## src/rtl/en_decode_seq.sv

```systemverilog
// en_decode_seq: decoding-run sequencer for the stochastic equality-node array.
// Fills edge memories (INIT), then gates the decode clock until the parity
// checker has been satisfied for STOP_CNT consecutive cycles or MAX_DC cycles
// have elapsed, and finally latches the hard decisions.
//
// Host handshake: START is a level request sampled only while idle (BUSY=0).
// BUSY rises the cycle after START is taken and stays high through INIT and
// DECODE. DONE is a single-cycle pulse, with BUSY already low, marking the
// end of a completed run. At that point DOUT, EARLY and DC_CNT are valid.
// ABORT ends a run early without any DONE pulse.
module en_decode_seq #(
  parameter int NB       = 16,
  parameter int EM_AW    = 3,
  parameter int N_INIT   = 8,
  parameter int MAX_DC   = 1000,
  parameter int STOP_CNT = 4
) (
  input  logic             CLK,
  input  logic             RST_n,
  input  logic             START,
  input  logic             ABORT,
  input  logic             PARITY_OK,
  input  logic [NB-1:0]    HD,
  output logic             INIT,
  output logic             CLK_D2S_EN,
  output logic [EM_AW-1:0] EM_SEL,
  output logic             BUSY,
  output logic             DONE,
  output logic             EARLY,
  output logic [NB-1:0]    DOUT,
  output logic [15:0]      DC_CNT,
  output logic [1:0]       DBG_STATE
);

  typedef enum logic [1:0] {
    S_IDLE   = 2'd0,
    S_INIT   = 2'd1,
    S_DECODE = 2'd2,
    S_FIN    = 2'd3
  } state_t;

  // Feedback tap of the maximal-length polynomial for each legal width.
  localparam int TAP = (EM_AW == 3) ? 1 : 2;
  localparam int IW  = (N_INIT > 1) ? $clog2(N_INIT) : 1;

  localparam logic [IW-1:0]    INIT_LAST = IW'(N_INIT - 1);
  localparam logic [15:0]      DC_LAST   = 16'(MAX_DC - 1);
  localparam logic [7:0]       PR_LAST   = 8'(STOP_CNT - 1);
  localparam logic [EM_AW-1:0] LFSR_SEED = EM_AW'(1);

  state_t           state_q, state_d;
  logic [IW-1:0]    init_cnt_q, init_cnt_d;
  logic [7:0]       pr_cnt_q, pr_cnt_d;
  logic [15:0]      dc_cnt_q, dc_cnt_d;
  logic             early_q, early_d;
  logic [NB-1:0]    dout_q, dout_d;
  logic [EM_AW-1:0] lfsr_q, lfsr_d;
  logic             init_q, en_q, busy_q, done_q;

  // Next-state, counters, LFSR and result latching.
  always_comb begin
    state_d    = state_q;
    init_cnt_d = init_cnt_q;
    pr_cnt_d   = pr_cnt_q;
    dc_cnt_d   = dc_cnt_q;
    early_d    = early_q;
    dout_d     = dout_q;
    lfsr_d     = lfsr_q;

    // The address generator runs whenever the fabric is active.
    if (state_q == S_INIT || state_q == S_DECODE) begin
      lfsr_d = {lfsr_q[EM_AW-2:0], lfsr_q[EM_AW-1] ^ lfsr_q[TAP]};
    end

    case (state_q)
      S_IDLE: begin
        if (START && !ABORT) begin
          state_d    = S_INIT;
          init_cnt_d = '0;
          pr_cnt_d   = '0;
          dc_cnt_d   = '0;
          lfsr_d     = LFSR_SEED;
        end
      end
      S_INIT: begin
        if (ABORT) begin
          state_d = S_IDLE;
        end else begin
          init_cnt_d = init_cnt_q + 1'b1;
          if (init_cnt_q == INIT_LAST) begin
            state_d = S_DECODE;
          end
        end
      end
      S_DECODE: begin
        if (ABORT) begin
          state_d = S_IDLE;
        end else begin
          dc_cnt_d = dc_cnt_q + 16'd1;
          pr_cnt_d = PARITY_OK ? pr_cnt_q + 8'd1 : 8'd0;
          // Early stop has priority over the budget limit.
          if (PARITY_OK && pr_cnt_q == PR_LAST) begin
            state_d = S_FIN;
            early_d = 1'b1;
            dout_d  = HD;
          end else if (dc_cnt_q == DC_LAST) begin
            state_d = S_FIN;
            early_d = 1'b0;
            dout_d  = HD;
          end
        end
      end
      S_FIN: begin
        state_d = S_IDLE;
      end
      default: begin
        state_d = S_IDLE;
      end
    endcase
  end

  // State, counters and results; control outputs registered from next state.
  always_ff @(posedge CLK or negedge RST_n) begin
    if (!RST_n) begin
      state_q    <= S_IDLE;
      init_cnt_q <= '0;
      pr_cnt_q   <= '0;
      dc_cnt_q   <= '0;
      early_q    <= 1'b0;
      dout_q     <= '0;
      lfsr_q     <= LFSR_SEED;
      init_q     <= 1'b0;
      en_q       <= 1'b0;
      busy_q     <= 1'b0;
      done_q     <= 1'b0;
    end else begin
      state_q    <= state_d;
      init_cnt_q <= init_cnt_d;
      pr_cnt_q   <= pr_cnt_d;
      dc_cnt_q   <= dc_cnt_d;
      early_q    <= early_d;
      dout_q     <= dout_d;
      lfsr_q     <= lfsr_d;
      init_q     <= (state_d == S_INIT);
      en_q       <= (state_d == S_DECODE);
      busy_q     <= (state_d == S_INIT) || (state_d == S_DECODE);
      done_q     <= (state_d == S_FIN);
    end
  end

  assign INIT       = init_q;
  assign CLK_D2S_EN = en_q;
  assign BUSY       = busy_q;
  assign DONE       = done_q;
  assign EM_SEL     = lfsr_q;
  assign EARLY      = early_q;
  assign DOUT       = dout_q;
  assign DC_CNT     = dc_cnt_q;
  assign DBG_STATE  = state_q;

endmodule
```

## config.mk

```make
export PLATFORM = sky130hd
export DESIGN_NAME = en_decode_seq
export DESIGN_NICKNAME = d
export VERILOG_FILES = /design/src/rtl/en_decode_seq.sv
export SDC_FILE = /design/constraint.sdc
export NUM_CORES = 1
export LEC_CHECK = 0
export BUFFER_PORTS_ARGS = -buffer_cell sky130_fd_sc_hd__buf_2
export CORE_MARGIN = 10
export CORE_UTILIZATION = 48
export DETAILED_ROUTE_END_ITERATION = 10
export PLACE_DENSITY = 0.76
export SLEW_MARGIN = 15
export SYNTH_ARGS = -nofsm -noshare
export SYNTH_HDL_FRONTEND = slang
export SYNTH_SLANG_ARGS = --single-unit
```

## constraint.sdc

```tcl
create_clock -name CLK -period 2.5 [get_ports CLK]
set_clock_uncertainty 0.05 [all_clocks]
set_input_delay 0.25 -clock CLK [delete_from_list [all_inputs] [get_ports CLK]]
set_output_delay 0.25 -clock CLK [all_outputs]
set_load 0.005 [all_outputs]
```

==> results.py, run 1 <==
metrics = {
    "setup_path": {
        "crit_slowest_cell": "sky130_fd_sc_hd__or4b_4",
        "critical_path_cell_count": 5,
        "ff2ff_path_depth": 5,
        "cp.arrival_ns": 2.52,
        "timing.critical_path.fanout_max": 11,
        "worstPathBufferInverterCount": 1,
        "kind_of_end_point_of_the_critical_path": "flip-flop",
        "r2r_slack_ns": 0.12,
        "critical_path_required_ns": 2.64,
        "startpoint_type_of_the_worst_setup_path": "flip-flop",
        "crit_start": "pr_cnt_q[5]",
        "timing.setup.critical_path_class": "flip-flop to flip-flop",
        "path_delay_family": "simple AND/OR/NAND/NOR gates",
        "rr_startpoint": "pr_cnt_q[5]",
        "r2r-end": "DOUT[4]",
        "cp-endpoint": "DOUT[4]",
        "critical-path-max-stage-delay_ns": 0.56,
        "critical_path_cell_by_cell": "or4_1 -> or4b_4 -> a21oi_4 -> buf_12 -> mux2_2",
    },
    "cells_and_area": {
        "final_common_cell": "sky130_fd_sc_hd__buf_2",
        "areaGrowthSynthToFinish_pct": 21.6,
        "finalCoreUtilization_pct": 61.3,
        "antenna_cells": 0,
        "most-common-layout-cells": "62 x sky130_fd_sc_hd__buf_2, 52 x sky130_fd_sc_hd__dfrtp_1, 19 x sky130_fd_sc_hd__o21ai_0",
        "layout-drive-gt1-share_pct": 33.2,
        "design.final.nets": 341,
        "layout.filler_cells": 445,
    },
    "timing": {
        "layout_worst_path_cycle_share_pct": 95.0,
        "final-setup-viol-count": 0,
        "worst_pin_slew_ns": 0.596,
        "max_clock_freq_mhz": 421,
        "max-slew-margin-rel_pct": 59.2,
        "tns_ns": 0,
        "final-max-slew-violation-count": 0,
        "grt_setup_unrepaired": "false",
        "finalCriticalPeriod_ns": 2.38,
        "timing_hold_violations_final": 0,
    },
    "floorplan": {
        "floorplan.die.width_um": 93.9,
        "die_height_um": 93.9,
        "fp.dieArea_um2": 8820,
        "initial_core_util_pct": 50.4,
        "std_cell_rows": 26,
        "ios": 63,
        "core_area_um2": 5200,
    },
    "synthesis": {
        "synth_ff_type": "sky130_fd_sc_hd__dfrtp_1",
        "synth-seq-area-share_pct": 50.6,
        "synth_enable_flop_cells": 0,
        "avgSynthCellArea_um2": 11.1,
        "synth-seq-cells": 53,
        "async_reset_ff_share_pct": 100,
        "ys_types": 44,
        "ys.warnings.count": 0,
        "syn_nets": 269,
        "netlist_instances": 237,
        "synth_area_um2": 2620,
    },
    "clocking": {
        "cts_buffer_depth": 2,
        "clock_tree.root_cell": "sky130_fd_sc_hd__clkbuf_8",
        "tritoncts": "done",
        "clock_latency_ns": 0.30,
        "clk_pin_slew_ns": 0.09,
        "cts_setup_buffers": 0,
        "cts_buf_count": 5,
        "ctsHtreeMaxLevel": 2,
        "cts.sinks": 53,
    },
    "place": {
        "port_buffers": 62,
        "place.gp.congestion": 0.832,
        "post-dp-hpwl_mm": 4.51,
    },
    "run_status": {
        "outcome": "finished, final reports clean",
    },
    "global_routing": {
        "first_global_vias": 2065,
        "grt-ovfl-total": 0,
        "global_route_wire_length_before_repair_mm": 9.76,
        "grt_antenna_before_repair": 0,
        "grt_use_total_pct": 13.6,
        "maximum_number_of_pins_on_one_net_before_global_route_repair": 36,
    },
    "pwr": {
        "p_per_area_nw_per_um2": 624,
        "peakVddDrop_v": 0.000298,
        "p_leak_nw": 1.62,
    },
    "job": {
        "max_cap_viol_count": 0,
    },
    "hold_path": {
        "min_from": "HD[5]",
        "holdCritPathClass": "primary input to flip-flop",
    },
    "route": {
        "drc": 0,
        "detail_route.vias_per_cell": 5.29,
        "router_iterations_before_antenna_repair": 4,
        "drt.antenna.violating_nets": 0,
        "wl_per_cell_um": 15.3,
        "drt_iter0_markers": 52,
        "num_vias": 2010,
        "drt-total-wl_mm": 5.81,
    },
}
cell type report:
class                      count  area, µm²  area share (%)
sequential                    53       1330            41.6
tap                           70       87.6            2.75
timing repair buffer          73        408            12.8
clock inverter                 1       30.0           0.942
inverter                       5       18.8           0.589
clock buffer                   7       86.3            2.71
multi-input combinational    171       1230            38.6
worst reg2reg max path, stage by stage (launching register included):
cell	delay, ns
sky130_fd_sc_hd__dfrtp_1	0.43
sky130_fd_sc_hd__or4_1	0.51
sky130_fd_sc_hd__or4b_4	0.56
sky130_fd_sc_hd__a21oi_4	0.21
sky130_fd_sc_hd__buf_12	0.17
sky130_fd_sc_hd__mux2_2	0.34
how the worst min path moves through the flow:
stage / to / cells after the start / slack [ns]
floorplan: BUSY / 0 / -0.1
finish: DOUT[5] / 2 / 0.12
CTS: DOUT[5] / 2 / 0.12
global route: DOUT[11] / 2 / 0.10
detailed placement: DC_CNT[8] / 1 / 0.17
global placement: DC_CNT[8] / 1 / 0.16
Yosys cell counts (2+ instances only):
| cell type | count | area share, % |
|---|---|---|
| sky130_fd_sc_hd__nor3_1 | 5 | 0.95 |
| sky130_fd_sc_hd__nand2_1 | 15 | 2.1 |
| sky130_fd_sc_hd__o21ai_0 | 19 | 3.6 |
| sky130_fd_sc_hd__and3_1 | 3 | 0.72 |
| sky130_fd_sc_hd__mux2i_1 | 4 | 1.5 |
| sky130_fd_sc_hd__dfrtp_1 | 52 | 50 |
| sky130_fd_sc_hd__mux2_4 | 8 | 4.6 |
| sky130_fd_sc_hd__mux2_2 | 8 | 3.4 |
| sky130_fd_sc_hd__nand4_1 | 4 | 0.95 |
| sky130_fd_sc_hd__clkbuf_1 | 7 | 1.0 |
| sky130_fd_sc_hd__a31oi_1 | 3 | 0.72 |
| sky130_fd_sc_hd__o31ai_1 | 2 | 0.57 |
| sky130_fd_sc_hd__and4_1 | 2 | 0.67 |
| sky130_fd_sc_hd__xnor2_1 | 8 | 2.7 |
| sky130_fd_sc_hd__nor2_1 | 14 | 2.0 |
| sky130_fd_sc_hd__nand2b_1 | 8 | 1.9 |
| sky130_fd_sc_hd__or2_2 | 2 | 0.48 |
| sky130_fd_sc_hd__a32o_1 | 2 | 0.76 |
| sky130_fd_sc_hd__inv_1 | 5 | 0.72 |
| sky130_fd_sc_hd__a31o_2 | 2 | 0.67 |
| sky130_fd_sc_hd__or4_1 | 3 | 0.86 |
| sky130_fd_sc_hd__or3_1 | 8 | 1.9 |
| sky130_fd_sc_hd__a21oi_1 | 8 | 1.5 |
| sky130_fd_sc_hd__and3b_1 | 2 | 0.67 |
| sky130_fd_sc_hd__ha_1 | 11 | 5.2 |
| sky130_fd_sc_hd__nor4_1 | 4 | 0.95 |
| sky130_fd_sc_hd__nand3_1 | 11 | 2.1 |
cell families after synthesis:
logic type / share of synthesized area [%]
XOR/XNOR: 2.67
buffers and inverters: 2.48
AO/OA/AOI/OAI: 10.7
multiplexers: 9.54
flip-flops: 50.6
AND/OR/NAND/NOR: 18.3
adder cells (fa/ha/maj): 5.63
metrics by stage:
step	area, µm²	std cells	hold WS, ns	setup slack [ns]	power [mW]
after floorplan	2620	237	-0.0956	0.0470	1.26
after global placement	3060	371	0.158	0.190	1.41
after detailed placement	3060	371	0.166	0.136	1.42
after CTS	3190	380	0.117	0.118	2.01
after global routing	3190	380	0.104	0.0670	2.11
final	3190	380	0.123	0.125	1.99
state kept, by name (all words and copies together) (netlist names):
register,cells
pr_cnt_q,8
EARLY,1
init_cnt_q,3
DC_CNT,16
DBG_STATE,2
INIT,1
BUSY,1
EM_SEL,3
CLK_D2S_EN,1
DOUT,16
DONE,1
layer usage:
metal  vias to the layer above  global-route usage (%)  share of wire (%)
met5                         -                       0                  0
met4                         0                    4.94                1.3
met3                         7                    3.36                4.2
met2                        32                    24.3                 52
met1                       969                    15.4                 42
li1                       1002                       -                  -
power by group:
group / switching [mW] / leakage, nW / internal (mW)
clock: 0.265 / 0.0585 / 0.326
combinational: 0.225 / 0.831 / 0.203
sequential: 0.0442 / 0.727 / 0.927
total: 0.535 / 1.62 / 1.46
timing repair:
action,CTS,global route
endpoints found under the hold margin,18,0
hold buffers,1,0
gates resized for setup,0,0
(Power assumes the default switching activity.)
==> run 2: changes to the inputs <==
CORE_UTILIZATION = 50   (was 48)
PLACE_DENSITY = 0.75   (was 0.76)
clock period = 2.8 ns   (was 2.5 ns; I/O delays follow)
==> run 2 against run 1 <==
Die area fell by 3.2%; wire length fell by 0.65%; clock power fell by 24%; sequential power fell by 11%; fmax fell by 4.6%; non-clock buffer count fell by 6; critical path depth did not move; via count rose by 1.9%; core utilization fell by 0.40 points; cell count fell by 1.6%; first-iteration DRC count rose by 98%; largest cell class unchanged; largest power group unchanged; highest routed layer unchanged.
==> results.py, run 2 (same netlist as run 1, synthesis figures left out) <==
metrics = {
    "floorplan": {
        "initial_core_util_pct": 51.3,
        "fp.dieArea_um2": 8540,
        "core_area_um2": 5110,
        "die_height_um": 92.4,
        "std_cell_rows": 26,
        "ios": 63,
        "floorplan.die.width_um": 92.4,
    },
    "setup_path": {
        "timing.critical_path.fanout_max": 17,
        "startpoint_type_of_the_worst_setup_path": "flip-flop",
        "kind_of_end_point_of_the_critical_path": "flip-flop",
        "cp.arrival_ns": 2.64,
        "timing.setup.critical_path_class": "flip-flop to flip-flop",
        "critical_path_required_ns": 2.95,
    },
    "cells_and_area": {
        "finalCoreUtilization_pct": 60.9,
        "final_common_cell": "sky130_fd_sc_hd__buf_2",
        "areaGrowthSynthToFinish_pct": 18.5,
        "design.final.nets": 335,
        "layout.filler_cells": 442,
        "most-common-layout-cells": "62 x sky130_fd_sc_hd__buf_2, 52 x sky130_fd_sc_hd__dfrtp_1, 19 x sky130_fd_sc_hd__o21ai_0",
        "post_layout_nonfiller_instances": 374,
        "layout-drive-gt1-share_pct": 32.6,
        "antenna_cells": 0,
        "area_of_combinational_cells_with_multiple_inputs_um2": 1230,
        "sequential_cell_area_um2": 1330,
    },
    "route": {
        "detail_route.vias_per_cell": 5.48,
        "num_vias": 2048,
        "drt.antenna.violating_nets": 0,
        "wl_per_cell_um": 15.4,
        "router_iterations_before_antenna_repair": 4,
        "drc": 0,
        "drt_iter0_markers": 103,
        "drt-total-wl_mm": 5.77,
    },
    "timing": {
        "worst_pin_slew_ns": 0.660,
        "max_clock_freq_mhz": 401,
        "grt_setup_unrepaired": "false",
        "max-slew-margin-rel_pct": 56.0,
        "tns_ns": 0,
        "finalCriticalPeriod_ns": 2.49,
        "timing_hold_violations_final": 0,
        "final-setup-viol-count": 0,
        "layout_worst_path_cycle_share_pct": 89.0,
        "final-max-slew-violation-count": 0,
    },
    "global_routing": {
        "first_global_vias": 2025,
        "global_route_wire_length_before_repair_mm": 9.67,
        "grt_antenna_before_repair": 0,
        "grt_use_total_pct": 13.8,
        "grt-ovfl-total": 0,
        "maximum_number_of_pins_on_one_net_before_global_route_repair": 54,
    },
    "clocking": {
        "clk_pin_slew_ns": 0.10,
        "post_cts.resized_instances": 0,
        "cts_buffer_depth": 2,
        "cts_buf_count": 5,
        "ctsHtreeMaxLevel": 2,
        "clock_latency_ns": 0.31,
        "cts_setup_buffers": 0,
        "cts.sinks": 53,
        "clock_tree.root_cell": "sky130_fd_sc_hd__clkbuf_8",
        "tritoncts": "done",
        "number_of_buffers_inserted_for_hold_repair_after_clock_tree_synthesis": 0,
    },
    "place": {
        "place.gp.congestion": 0.809,
        "numPlacedInstances": 366,
        "port_buffers": 62,
        "post-dp-hpwl_mm": 4.33,
    },
    "job": {
        "max_cap_viol_count": 0,
    },
    "pwr": {
        "peakVddDrop_v": 0.000339,
        "design_power_total_mw": 1.70,
        "p_leak_nw": 1.58,
        "p_per_area_nw_per_um2": 547,
    },
    "hold_path": {
        "holdCritPathClass": "primary input to async pin",
    },
    "run_status": {
        "outcome": "finished, final reports clean",
    },
}
## run 2: layer usage
metal  GRT usage, %  vias to the layer above  wire, µm
li1               -                      994         -
met1           17.3                      982      2600
met2           21.5                       65      2640
met3           4.84                        7       457
met4           4.63                        0        72
met5              0                        -         0
## run 2: worst paths after layout
| kind | startpoint | end | slack [ns] | cells after the start |
|---|---|---|---|---|
| hold / removal | RST_n | DOUT[2] | 0.02 | 2 |
| setup reg to reg | pr_cnt_q[4] | DOUT[7] | 0.31 | 5 |
| min in group CLK | HD[1] | DOUT[1] | 0.14 | 2 |
| max in group asynchronous | RST_n | DC_CNT[4] | 2.23 | 2 |
| hold reg to reg | DOUT[3] | DOUT[3] | 0.46 | 1 |
| setup / recovery | pr_cnt_q[4] | DOUT[7] | 0.31 | 5 |
## run 2: layout make-up
| type | instances | area share (%) |
|---|---|---|
| clock buffers | 6 | 2.66 |
| clock inverters | 2 | 0.443 |
| inverters | 5 | 0.604 |
| multi-input cells | 171 | 39.6 |
| flip-flops and latches | 53 | 42.7 |
| well taps | 70 | 2.82 |
| repair buffers | 67 | 11.2 |
## run 2: report_power, final
group	total (mW)	internal, mW	switching (mW)
logic	0.385	0.171	0.214
clock network	0.448	0.201	0.247
registers	0.868	0.827	0.0405
total	1.70	1.20	0.501
## run 2: critical path, cell delays in order, from the launching register on
cell and delay [ns]:
sky130_fd_sc_hd__dfrtp_1 0.43, sky130_fd_sc_hd__or4_1 0.53, sky130_fd_sc_hd__or4b_4 0.56, sky130_fd_sc_hd__a21oi_4 0.15
sky130_fd_sc_hd__buf_4 0.29, sky130_fd_sc_hd__mux2_2 0.38
## run 2: through the flow
stage	setup WS (ns)	area (µm²)	hold slack, ns
2_1_floorplan	0.347	2620	-0.0656
3_3_place_gp	0.367	3010	0.389
3_5_place_dp	0.315	3010	0.395
4_1_cts	0.310	3110	0.0519
5_1_grt	0.230	3110	0.0775
6_report	0.309	3110	0.0246
